==> src/rtl/alu_pkg.sv <==
// Shared ALU op codes, MIPS opcode/funct constants and issue-controller types.
// Used by the ALU, the datapath control and the ALU issue controller.
package alu_pkg;

  localparam logic [2:0] ALU_ADD = 3'b000;
  localparam logic [2:0] ALU_SUB = 3'b100;
  localparam logic [2:0] ALU_AND = 3'b001;
  localparam logic [2:0] ALU_OR  = 3'b101;
  localparam logic [2:0] ALU_XOR = 3'b010;
  localparam logic [2:0] ALU_LUI = 3'b110;

  localparam logic [5:0] OPC_RTYPE = 6'b000000;
  localparam logic [5:0] OPC_BEQ   = 6'b000100;
  localparam logic [5:0] OPC_BNE   = 6'b000101;
  localparam logic [5:0] OPC_ADDI  = 6'b001000;
  localparam logic [5:0] OPC_ANDI  = 6'b001100;
  localparam logic [5:0] OPC_ORI   = 6'b001101;
  localparam logic [5:0] OPC_XORI  = 6'b001110;
  localparam logic [5:0] OPC_LUI   = 6'b001111;

  localparam logic [5:0] FUNCT_ADD = 6'b100000;
  localparam logic [5:0] FUNCT_SUB = 6'b100010;
  localparam logic [5:0] FUNCT_AND = 6'b100100;
  localparam logic [5:0] FUNCT_OR  = 6'b100101;
  localparam logic [5:0] FUNCT_XOR = 6'b100110;

  typedef enum logic [1:0] {
    ST_IDLE = 2'd0,
    ST_EXEC = 2'd1,
    ST_RESP = 2'd2
  } state_t;

  typedef enum logic [1:0] {
    B_RT   = 2'd0,
    B_SEXT = 2'd1,
    B_ZEXT = 2'd2
  } b_sel_t;

endpackage

==> src/rtl/alu_decode.sv <==
// Combinational MIPS opcode/funct to ALU operation decoder.
// Also selects the B operand source and flags unsupported encodings.
module alu_decode
  import alu_pkg::*;
(
  input  logic [5:0] opcode,
  input  logic [5:0] funct,
  output logic [2:0] op,
  output b_sel_t     b_sel,
  output logic       err
);

  logic rtype;
  assign rtype = (opcode == OPC_RTYPE);

  always_comb begin
    op    = ALU_ADD;
    b_sel = B_RT;
    err   = 1'b0;
    unique case (1'b1)
      rtype && (funct == FUNCT_ADD): op = ALU_ADD;
      rtype && (funct == FUNCT_SUB): op = ALU_SUB;
      rtype && (funct == FUNCT_AND): op = ALU_AND;
      rtype && (funct == FUNCT_OR):  op = ALU_OR;
      rtype && (funct == FUNCT_XOR): op = ALU_XOR;
      (opcode == OPC_ADDI): begin
        op    = ALU_ADD;
        b_sel = B_SEXT;
      end
      (opcode == OPC_ANDI): begin
        op    = ALU_AND;
        b_sel = B_ZEXT;
      end
      (opcode == OPC_ORI): begin
        op    = ALU_OR;
        b_sel = B_ZEXT;
      end
      (opcode == OPC_XORI): begin
        op    = ALU_XOR;
        b_sel = B_ZEXT;
      end
      (opcode == OPC_LUI): begin
        op    = ALU_LUI;
        b_sel = B_ZEXT;
      end
      (opcode == OPC_BEQ),
      (opcode == OPC_BNE): op = ALU_SUB;
      default: err = 1'b1;
    endcase
  end

endmodule

==> src/rtl/alu_issue_ctrl.sv <==
// ALU issue controller: request handshake, operand registers, settle wait,
// and a held response channel back to the multi-cycle datapath control.
module alu_issue_ctrl
  import alu_pkg::*;
#(
  parameter int DATA_W   = 32,
  parameter int EXEC_CYC = 1
) (
  input  logic              clk,
  input  logic              rst_n,
  input  logic              req_valid,
  output logic              req_ready,
  input  logic [5:0]        req_opcode,
  input  logic [5:0]        req_funct,
  input  logic [DATA_W-1:0] req_rs,
  input  logic [DATA_W-1:0] req_rt,
  input  logic [15:0]       req_imm,
  output logic [DATA_W-1:0] alu_a,
  output logic [DATA_W-1:0] alu_b,
  output logic [2:0]        alu_op,
  input  logic [DATA_W-1:0] alu_result,
  input  logic              alu_zero,
  output logic              rsp_valid,
  input  logic              rsp_ready,
  output logic [DATA_W-1:0] rsp_result,
  output logic              rsp_zero,
  output logic              rsp_err
);

  localparam logic [3:0] LAST = 4'(EXEC_CYC - 1);

  state_t            state;
  logic [3:0]        cnt;
  logic [2:0]        dec_op;
  b_sel_t            dec_b_sel;
  logic              dec_err;
  logic [DATA_W-1:0] b_val;

  alu_decode u_dec (
    .opcode (req_opcode),
    .funct  (req_funct),
    .op     (dec_op),
    .b_sel  (dec_b_sel),
    .err    (dec_err)
  );

  always_comb begin
    b_val = req_rt;
    unique case (dec_b_sel)
      B_SEXT:  b_val = DATA_W'($signed(req_imm));
      B_ZEXT:  b_val = DATA_W'(req_imm);
      default: b_val = req_rt;
    endcase
  end

  assign req_ready = (state == ST_IDLE);

  always_ff @(posedge clk or negedge rst_n) begin
    if (!rst_n) begin
      state      <= ST_IDLE;
      cnt        <= '0;
      alu_a      <= '0;
      alu_b      <= '0;
      alu_op     <= ALU_ADD;
      rsp_valid  <= 1'b0;
      rsp_result <= '0;
      rsp_zero   <= 1'b0;
      rsp_err    <= 1'b0;
    end else begin
      unique case (state)
        ST_IDLE: begin
          if (req_valid) begin
            if (dec_err) begin
              // Rejected requests never touch the ALU operand registers.
              state      <= ST_RESP;
              rsp_valid  <= 1'b1;
              rsp_err    <= 1'b1;
              rsp_result <= '0;
              rsp_zero   <= 1'b0;
            end else begin
              state  <= ST_EXEC;
              cnt    <= '0;
              alu_a  <= req_rs;
              alu_b  <= b_val;
              alu_op <= dec_op;
            end
          end
        end
        ST_EXEC: begin
          if (cnt == LAST) begin
            state      <= ST_RESP;
            rsp_valid  <= 1'b1;
            rsp_err    <= 1'b0;
            rsp_result <= alu_result;
            rsp_zero   <= alu_zero;
          end else begin
            cnt <= cnt + 4'd1;
          end
        end
        ST_RESP: begin
          if (rsp_ready) begin
            state     <= ST_IDLE;
            rsp_valid <= 1'b0;
          end
        end
        default: state <= ST_IDLE;
      endcase
    end
  end

endmodule

==> config.mk <==
export PLATFORM = sky130hd
export DESIGN_NAME = alu_issue_ctrl
export DESIGN_NICKNAME = d
export VERILOG_FILES = /design/src/rtl/alu_pkg.sv /design/src/rtl/alu_decode.sv /design/src/rtl/alu_issue_ctrl.sv
export SDC_FILE = /design/constraint.sdc
export NUM_CORES = 1
export LEC_CHECK = 0
export CAP_MARGIN = 25
export CORE_MARGIN = 1.5
export CORE_UTILIZATION = 41
export CTS_BUF_LIST = sky130_fd_sc_hd__clkbuf_8
export DETAILED_ROUTE_END_ITERATION = 6
export GPL_TIMING_DRIVEN = 0
export HOLD_SLACK_MARGIN = 0.06
export PLACE_DENSITY = 0.83
export SLEW_MARGIN = 20
export SYNTH_ARGS = -nofsm -noshare
export SYNTH_HDL_FRONTEND = slang
export SYNTH_HIERARCHICAL = 1
export SYNTH_SLANG_ARGS = --single-unit
==> constraint.sdc <==
create_clock -name clk -period 2.5 [get_ports clk]
set_input_delay 0.375 -clock clk [delete_from_list [all_inputs] [get_ports clk]]
set_output_delay 0.375 -clock clk [all_outputs]
set_load 0.02 [all_outputs]
==> metrics.yaml, run 1 <==
status:
  outcome: "complete, no violations"
power_and_ir_drop:
  p_clk_share_pct: 13.9
  p_leak_nw: 3.26
  powerDensity_nw_per_um2: 947
  irDropWorstVdd_v: 0.000533
  share_seq_of_total_power_pct: 38.6
  intPower_mw: 4.57
  switching_share_pct: 35.7
  p_comb_share_pct: 47.5
  p_switching_mw: 2.54
synth:
  ys_ff_latch: 108
  async_reset_ff_share_pct: 100
  synth_xor_area_share_pct: 0.198
  muxShareOfSynthArea_pct: 9.18
  netlist_instances: 361
  synth_nets: 494
  yosysTopAreaCellShare_pct: 61.2
  yosysTopAreaCell: "dfrtp_1"
  synthAdderAreaFrac_pct: 1.13
  yosys_warnings: 6
  syn_area_um2: 4420
  yosys.area_share.simple_pct: 6.91
  synth_ff_type: "dfrtp_1"
  synth_edf_count: 0
  synth_compound_area_share_pct: 17.5
  avgSynthCellArea_um2: 12.2
  ys_seq_area_share_pct: 61.2
  synth_area_leaders: "dfrtp_1, mux2_2, a22o_1"
  ys_types: 39
  synth_top_family_by_area: "compound AO/OA/AOI/OAI gates"
placement:
  place_congestion: 0.902
  dpl_worst_slack_ns: -0.902
  hpwlAfterDp_um: 9340
  portBuffers: 231
sta:
  max_slew_margin_pct: 59.8
  setup_violations: 0
  fin_ws_ns: 0.111
  fin_worst_skew_ns: 0.00958
  max_freq_ghz: 0.419
  finalCritPeriodShare_pct: 95.6
  hold_viol_final: 0
  final_max_slew_viol_count: 0
  tightest_slew_ns: 0.603
  period_needed_ns: 2.39
  fin_hold_ws_ns: 0.505
  rsz0062_at_grt: "no"
critical_path:
  r2r_end: "rsp_result[7]$_DFFE_PN0P_"
  worstSetupStartpoint: "req_funct[3]"
  crit_chain: "dlygate4sd2_1, or3b_4, or3b_4, o21ai_4, nor3_4, nor4b_4, buf_4, buf_12, buf_8, mux2_4"
  crit_family: "simple AND/OR/NAND/NOR gates"
  path_max_fanout: 5
  crit_slowest_cell: "or3b_4"
  worst-path-buf-inv: 4
  crit_path_frequent_cell: "or3b_4"
  worstPathRequired_ns: 2.75
  reg2reg_depth: 7
  critPathMaxStageDelay_ns: 0.40
  worstSetupEndpointType: "register"
  arrival_ns: 2.64
  crit_type: "input port to register"
  r2r-start: "cnt[0]$_DFFE_PN0P_"
  start_kind: "input port"
  r2r_setup_slack_ns: 0.49
run:
  maxCapViolations: 0
clock_tree:
  numCtsBuffers: 9
  cts_tree: "yes"
  clk_latency_ns: 0.36
  cts.clk_slew.worst_paths_ns: 0.10
  clock_path_buffers: 2
  cts_max_level: 3
  cts_root_buffer: "clkbuf_8"
  cts.sinks: 108
final_layout:
  drive_gt1_share_pct: 17.1
  final_net_count: 753
  diodes: 0
  final_common_cell: "clkdlybuf4s50_1"
  final_cell_mix: "clkdlybuf4s50_1, dfrtp_1, a21oi_1, nor2_1, a22o_1"
  syn2layout_area_growth_pct: 70.1
  n_fill_cell: 730
detailed_routing:
  vias: 3842
  antenna_left: 0
  wl_um: 12600
  routedWlPerCell_um: 16.5
  drt_iter0_drc: 153
  drt_first_pass_iters: 4
  via_per_inst: 5.05
  drc: 0
hold_path:
  hold_depth: 1
  hp-class: "register to register"
  min_to: "alu_b[15]$_DFFE_PN0P_"
  holdCritStartpoint: "alu_b[15]$_DFFE_PN0P_"
global_routing:
  grt_pass1_vias: 4131
  grt_max_degree: 66
  antenna_found_initial: 0
  gr-total-overflow: 0
  grt_first_pass_wirelength_um: 20200
  grtUsageTotal_pct: 22.6
floorplanning:
  die_area_um2: 11400
  core_um2: 10400
  initial_core_util_pct: 42.6
  rows: 37
  die_height_um: 107
  num_io_pins: 232
  die_w_um: 107
cells by family (layout without fill, tap and decap cells):
kind of cell / after synthesis / in the layout
mux: 36 / 36
flops: 108 / 108
buf+inv: 35 / 299
fa+ha+maj: 4 / 4
simple gates: 63 / 63
xor+xnor: 1 / 1
compound gates: 114 / 114
worst max path at each step:
stage / endpoint / cells after the start
finish: alu_a[30]$_DFFE_PN0P_ / 10
global route: alu_a[26]$_DFFE_PN0P_ / 10
CTS: alu_op[0]$_DFFE_PN0P_ / 10
detailed placement: alu_b[27]$_DFFE_PN0P_ / 10
global placement: alu_a[28]$_DFFE_PN0P_ / 1
floorplan: alu_op[1]$_DFFE_PN0P_ / 8
area by class of cell:
| cell class | count | area [um^2] | share of cell area [%] |
|---|---|---|---|
| sequential | 108 | 2700 | 36.0 |
| timing repair buffer | 250 | 2550 | 34.0 |
| multi-input combinational | 218 | 1670 | 22.2 |
| buffer | 24 | 201 | 2.68 |
| tap | 136 | 170 | 2.26 |
| clock buffer | 10 | 138 | 1.83 |
| clock inverter | 6 | 47.5 | 0.633 |
| inverter | 9 | 33.8 | 0.450 |
power groups by stage:
stage	logic (mW)	clock network [mW]	registers, mW
finish	3.38	0.990	2.75
global placement	3.22	0	2.73
CTS	3.41	1.03	2.75
global route	3.59	1.09	2.83
detailed placement	3.29	0	2.78
floorplan	0.785	0	3.51
per-stage QoR:
step / util (%) / std cells / power (mW) / TNS (ns) / cell area [um^2]
5_1_grt: 72.5 / 761 / 7.51 / 0 / 7510
6_report: 72.5 / 761 / 7.12 / 0 / 7510
2_1_floorplan: - / 361 / 4.29 / -0.00566 / 4420
3_5_place_dp: 66.8 / 729 / 6.06 / -63.75 / 6930
4_1_cts: 72.1 / 761 / 7.19 / 0 / 7480
3_3_place_gp: 66.6 / 728 / 5.95 / -371.80 / 6910
layer usage:
metal	vias to the layer above	global-route usage, %	part of all wire, %
met1	1843	27.2	40
met2	154	39.4	50
met4	0	8.57	2.3
met3	24	5.35	7.4
met5	-	0	0
li1	1821	-	-
registers in the layout (all words and copies together), names as in the netlist:
| signal | flops |
|---|---|
| rsp_valid | 1 |
| alu_op | 3 |
| state | 2 |
| rsp_result | 32 |
| alu_b | 32 |
| rsp_zero | 1 |
| alu_a | 32 |
| rsp_err | 1 |
| cnt | 4 |
synthesized netlist by cell type (3+ instances only):
library cell	instances
dfrtp_1	108
a21oi_1	49
nor2_1	40
mux2_2	36
a22o_1	33
a22oi_1	15
buf_2	11
inv_1	9
clkbuf_1	8
o21ai_0	5
ha_1	4
nand2_1	4
buf_1	3
buf_6	3
nand3_1	3
or3b_1	3
what timing repair did:
item,CTS,global route
pin swaps,7,4
gates cloned,2,0
resized for setup,57,11
setup buffers,14,1
endpoints found under the hold margin,64,0
hold buffers,1,0
endpoints found under the setup margin,72,71
(Power assumes the default switching activity.)
==> inputs of run 2 (changes only) <==
--- a/config.mk
+++ b/config.mk
@@ -7,13 +7,13 @@
 export LEC_CHECK = 0
 export CAP_MARGIN = 25
 export CORE_MARGIN = 1.5
-export CORE_UTILIZATION = 41
+export CORE_UTILIZATION = 40
 export CTS_BUF_LIST = sky130_fd_sc_hd__clkbuf_8
 export DETAILED_ROUTE_END_ITERATION = 6
 export GPL_TIMING_DRIVEN = 0
 export HOLD_SLACK_MARGIN = 0.06
-export PLACE_DENSITY = 0.83
-export SLEW_MARGIN = 20
+export PLACE_DENSITY = 0.81
+export SLEW_MARGIN = 40
 export SYNTH_ARGS = -nofsm -noshare
 export SYNTH_HDL_FRONTEND = slang
 export SYNTH_HIERARCHICAL = 1
==> run 2 against run 1 <==
Compared with the run above:
- cell count down 0.53%
- global-route usage shrank 1.2 points
- sequential power about the same
- combinational power barely moved
- clock power is essentially flat
- critical path type unchanged
- largest cell class unchanged
==> metrics.yaml, run 2 (same netlist as run 1, synthesis figures left out) <==
final_layout:
  final_area_um2: 7490
  n_fill_cell: 794
  final_common_cell: "clkdlybuf4s50_1"
  final_cell_mix: "clkdlybuf4s50_1, dfrtp_1, a21oi_1, nor2_1, a22o_1"
  drive_gt1_share_pct: 15.7
  final_net_count: 746
  largest_registers: "alu_a x32, alu_b x32, rsp_result x32"
  syn2layout_area_growth_pct: 69.5
  fin_util_pct: 69.4
  seqCellArea_um2: 2700
  multi_input_area_um2: 1660
  diodes: 0
detailed_routing:
  drt_iter0_drc: 231
  drt_first_pass_iters: 4
  drc: 0
  routedWlPerCell_um: 16.9
  wl_um: 12800
  vias: 3865
  antenna_left: 0
  via_per_inst: 5.11
critical_path:
  worstSetupEndpointType: "register"
  r2r_setup_slack_ns: 0.51
  start_kind: "input port"
  crit_type: "input port to register"
  path_max_fanout: 5
  arrival_ns: 2.70
  reg2reg_depth: 7
  worstPathRequired_ns: 2.74
power_and_ir_drop:
  p_leak_nw: 3.24
  total_power_mw: 7.12
  powerDensity_nw_per_um2: 951
  irDropWorstVdd_v: 0.000597
placement:
  portBuffers: 231
  placed_cell_area_um2: 6940
  hpwlAfterDp_um: 9400
  place_congestion: 0.749
sta:
  max_slew_margin_pct: 67.9
  fin_worst_skew_ns: 0.00548
  setup_violations: 0
  hold_viol_final: 0
  finalCritPeriodShare_pct: 98.5
  tightest_slew_ns: 0.480
  final_max_slew_viol_count: 0
  max_freq_ghz: 0.406
  rsz0062_at_grt: "yes"
  fin_hold_ws_ns: 0.509
  period_needed_ns: 2.46
global_routing:
  antenna_found_initial: 0
  gr-total-overflow: 0
  grt_pass1_vias: 4032
  grt_max_degree: 58
  grt_first_pass_wirelength_um: 19200
  grtUsageTotal_pct: 21.4
hold_path:
  hold_depth: 1
  hp-class: "register to register"
floorplanning:
  die_height_um: 108
  initial_core_util_pct: 40.9
  num_io_pins: 232
  core_um2: 10800
  die_area_um2: 11700
  rows: 38
  die_w_um: 108
clock_tree:
  cts_tree: "yes"
  cts_max_level: 3
  cts.sinks: 108
  clock_path_buffers: 2
  clk_latency_ns: 0.35
  cts_root_buffer: "clkbuf_8"
  cts.clk_slew.worst_paths_ns: 0.09
  numCtsBuffers: 9
run:
  maxCapViolations: 0
status:
  outcome: "complete, no violations"
[run 2: worst max-delay path, stage by stage]
cell and delay, ns:
dlygate4sd2_1 0.24, or3b_4 0.40, or3b_4 0.41, o21ai_4 0.17
nor3_4 0.07, nor4b_4 0.28, buf_4 0.19, bufbuf_16 0.25
mux2_2 0.33
[run 2: repair_timing]
action / in CTS / in global routing
setup endpoints to repair: 72 / 71
pin swaps: 7 / 3
setup buffers: 6 / 1
hold buffers: 1 / 0
resized for setup: 31 / 35
gates cloned: 1 / 2
hold endpoints to repair: 51 / 0
[run 2: cell type report]
class	count	area share (%)
timing repair buffer	243	33.7
sequential	108	36.1
inverter	9	0.451
tap	140	2.34
clock buffer	10	1.84
clock inverter	5	0.618
buffer	24	2.76
multi-input combinational	218	22.2
[run 2: layer usage]
metal	track usage, %	part of all wire (%)	vias to the layer above
li1	-	-	1800
met1	24.3	39	1877
met2	38.1	50	170
met3	5.85	8.9	18
met4	8.55	1.9	0
met5	0	0	-
[run 2: final timing paths]
check	from	to
max	req_funct[4]	alu_a[27]$_DFFE_PN0P_
min	alu_b[15]$_DFFE_PN0P_	alu_b[15]$_DFFE_PN0P_
max reg2reg	cnt[0]$_DFFE_PN0P_	rsp_result[6]$_DFFE_PN0P_
min reg2reg	alu_b[15]$_DFFE_PN0P_	alu_b[15]$_DFFE_PN0P_
max in group asynchronous	rst_n	rsp_result[9]$_DFFE_PN0P_
min in group asynchronous	rst_n	alu_a[5]$_DFFE_PN0P_
[run 2: metrics by stage]
step | TNS, ns | worst slack [ns] | instances
after floorplan | -0.00566 | -0.00566 | 361
after global placement | -369.42 | -2.87 | 732
after detailed placement | -64.35 | -0.862 | 733
after CTS | -0.0215 | -0.00661 | 755
after global routing | -0.0299 | -0.00978 | 757
final | 0 | 0.0371 | 757
[run 2: power by group]
group	total, mW	leakage [nW]	switching, mW	internal [mW]
clock network	1.01	0.106	0.534	0.474
logic	3.36	1.78	1.59	1.77
registers	2.75	1.36	0.370	2.38
total	7.12	3.24	2.49	4.63
==> inputs of run 3 (changes only) <==
--- a/config.mk
+++ b/config.mk
@@ -6,6 +6,7 @@
 export NUM_CORES = 1
 export LEC_CHECK = 0
 export CAP_MARGIN = 25
+export CORE_ASPECT_RATIO = 1.5
 export CORE_MARGIN = 1.5
 export CORE_UTILIZATION = 40
 export CTS_BUF_LIST = sky130_fd_sc_hd__clkbuf_8
@@ -13,6 +14,7 @@
 export GPL_TIMING_DRIVEN = 0
 export HOLD_SLACK_MARGIN = 0.06
 export PLACE_DENSITY = 0.81
+export SKIP_LAST_GASP = 1
 export SLEW_MARGIN = 40
 export SYNTH_ARGS = -nofsm -noshare
 export SYNTH_HDL_FRONTEND = slang
==> run 3 against run 2 <==
Compared with the run above:
- first-iteration DRC count rose by 13%
- cell count rose by 1.1%
- combinational power barely moved
- largest cell class unchanged
- die area rose by 0.11%
- flip-flop and latch count did not move
- fmax rose by 0.89%
- critical path type unchanged
- utilization rose by 1.2 points
- clock-buffer cell count rose by 1
- clock power rose by 12%
- worst setup slack improved by 0.022 ns
- routed wire length rose by 4.2%
==> metrics.yaml, run 3 (same netlist as run 1, synthesis figures left out) <==
final_layout:
  syn2layout_area_growth_pct: 70.0
  final_common_cell: "clkdlybuf4s50_1"
  seqCellArea_um2: 2700
  n_fill_cell: 784
  drive_gt1_share_pct: 16.3
  final_net_count: 749
  final_cell_mix: "clkdlybuf4s50_1, dfrtp_1, a21oi_1, nor2_1, a22o_1"
  multi_input_area_um2: 1660
  stdcell_count: 765
  final_area_um2: 7510
  largest_registers: "alu_a x32, alu_b x32, rsp_result x32"
  fin_util_pct: 70.5
  diodes: 0
status:
  outcome: "complete, no violations"
clock_tree:
  clk_latency_ns: 0.38
  cts_max_level: 3
  cts_root_buffer: "clkbuf_8"
  numCtsBuffers: 9
  cts.clk_slew.worst_paths_ns: 0.11
  clock_path_buffers: 2
  cts_tree: "yes"
  cts.sinks: 108
floorplanning:
  rows: 46
  initial_core_util_pct: 41.5
  die_w_um: 88.8
  die_height_um: 132
  core_um2: 10600
  num_io_pins: 232
  die_area_um2: 11700
sta:
  setup_violations: 0
  tightest_slew_ns: 0.486
  rsz0062_at_grt: "no"
  fin_ws_ns: 0.0589
  max_freq_ghz: 0.410
  fin_hold_ws_ns: 0.451
  fin_worst_skew_ns: 0.0140
  setup_tns_ns: 0
  final_max_slew_viol_count: 0
  finalCritPeriodShare_pct: 97.6
  period_needed_ns: 2.44
  hold_viol_final: 0
  max_slew_margin_pct: 67.6
detailed_routing:
  drc: 0
  wl_um: 13300
  routedWlPerCell_um: 17.4
  drt_first_pass_iters: 5
  drt_iter0_drc: 261
  vias: 3933
  antenna_left: 0
  via_per_inst: 5.14
critical_path:
  worstPathRequired_ns: 2.77
  path_max_fanout: 5
  worstSetupEndpointType: "register"
  arrival_ns: 2.71
  crit_path_frequent_cell: "or3b_4"
  crit_slowest_cell: "or3b_4"
  crit_chain: "dlygate4sd2_1, or3b_4, or3b_4, o21ai_4, nor3_4, nor4b_4, buf_4, bufbuf_16, mux2_2"
  critPathMaxStageDelay_ns: 0.41
  start_kind: "input port"
  crit_family: "simple AND/OR/NAND/NOR gates"
  worst-path-buf-inv: 3
  crit_type: "input port to register"
placement:
  placed_cell_area_um2: 6950
  dpl_worst_slack_ns: -0.960
  hpwlAfterDp_um: 9750
  dpl.cell_count: 737
  portBuffers: 231
  place_congestion: 0.774
power_and_ir_drop:
  total_power_mw: 7.25
  p_leak_nw: 3.27
  irDropWorstVdd_v: 0.000585
  powerDensity_nw_per_um2: 965
global_routing:
  gr-total-overflow: 0
  grt_max_degree: 73
  grt_pass1_vias: 4299
  grtUsageTotal_pct: 23.6
  grt_first_pass_wirelength_um: 21200
  antenna_found_initial: 0
hold_path:
  hp-class: "input port to async pin"
run:
  maxCapViolations: 0
## run 3: power by group
group | switching (mW) | leakage (nW) | total, mW | internal [mW]
clock network | 0.609 | 0.106 | 1.13 | 0.520
logic | 1.59 | 1.81 | 3.37 | 1.78
registers | 0.368 | 1.36 | 2.75 | 2.38
## run 3: path summary, 6_finish.rpt
check                                 startpoint                   endpoint  slack (ns)  cells past startpoint
max                                 req_funct[3]       alu_a[2]$_DFFE_PN0P_        0.06                      9
min                                        rst_n      alu_b[13]$_DFFE_PN0P_        0.45                      2
max reg2reg                   cnt[0]$_DFFE_PN0P_  rsp_result[4]$_DFFE_PN0P_        0.46                      7
min reg2reg                alu_b[15]$_DFFE_PN0P_      alu_b[15]$_DFFE_PN0P_        0.51                      1
max in group asynchronous                  rst_n         cnt[2]$_DFFE_PN0P_        1.37                      3
min in group clk           alu_b[15]$_DFFE_PN0P_      alu_b[15]$_DFFE_PN0P_        0.51                      1
## run 3: cell type report
cell class | instances | share of cell area, %
Clock buffer | 11 | 2.02
Timing Repair Buffer | 247 | 33.7
Sequential cell | 108 | 36.0
Inverter | 9 | 0.450
Clock inverter | 5 | 0.800
Buffer | 23 | 2.48
Multi-Input combinational cell | 218 | 22.1
Tap cell | 144 | 2.40
## run 3: routing by layer
metal / vias to the layer above / share of wire (%) / track usage (%) / wire length, um
li1: 1804 / - / - / -
met1: 1896 / 35 / 24.6 / 4700
met2: 196 / 54 / 42.1 / 7200
met3: 37 / 7.2 / 5.84 / 964
met4: 0 / 3.3 / 12.7 / 441
met5: - / 0 / 0 / 0
## run 3: repair_timing
action                     in CTS  in global routing
setup endpoints to repair      72                 72
pin swaps                       7                  6
resized for setup              47                 14
gates cloned                    2                  0
setup buffers                  11                  2
hold buffers                    1                  0
hold endpoints to repair       36                  0
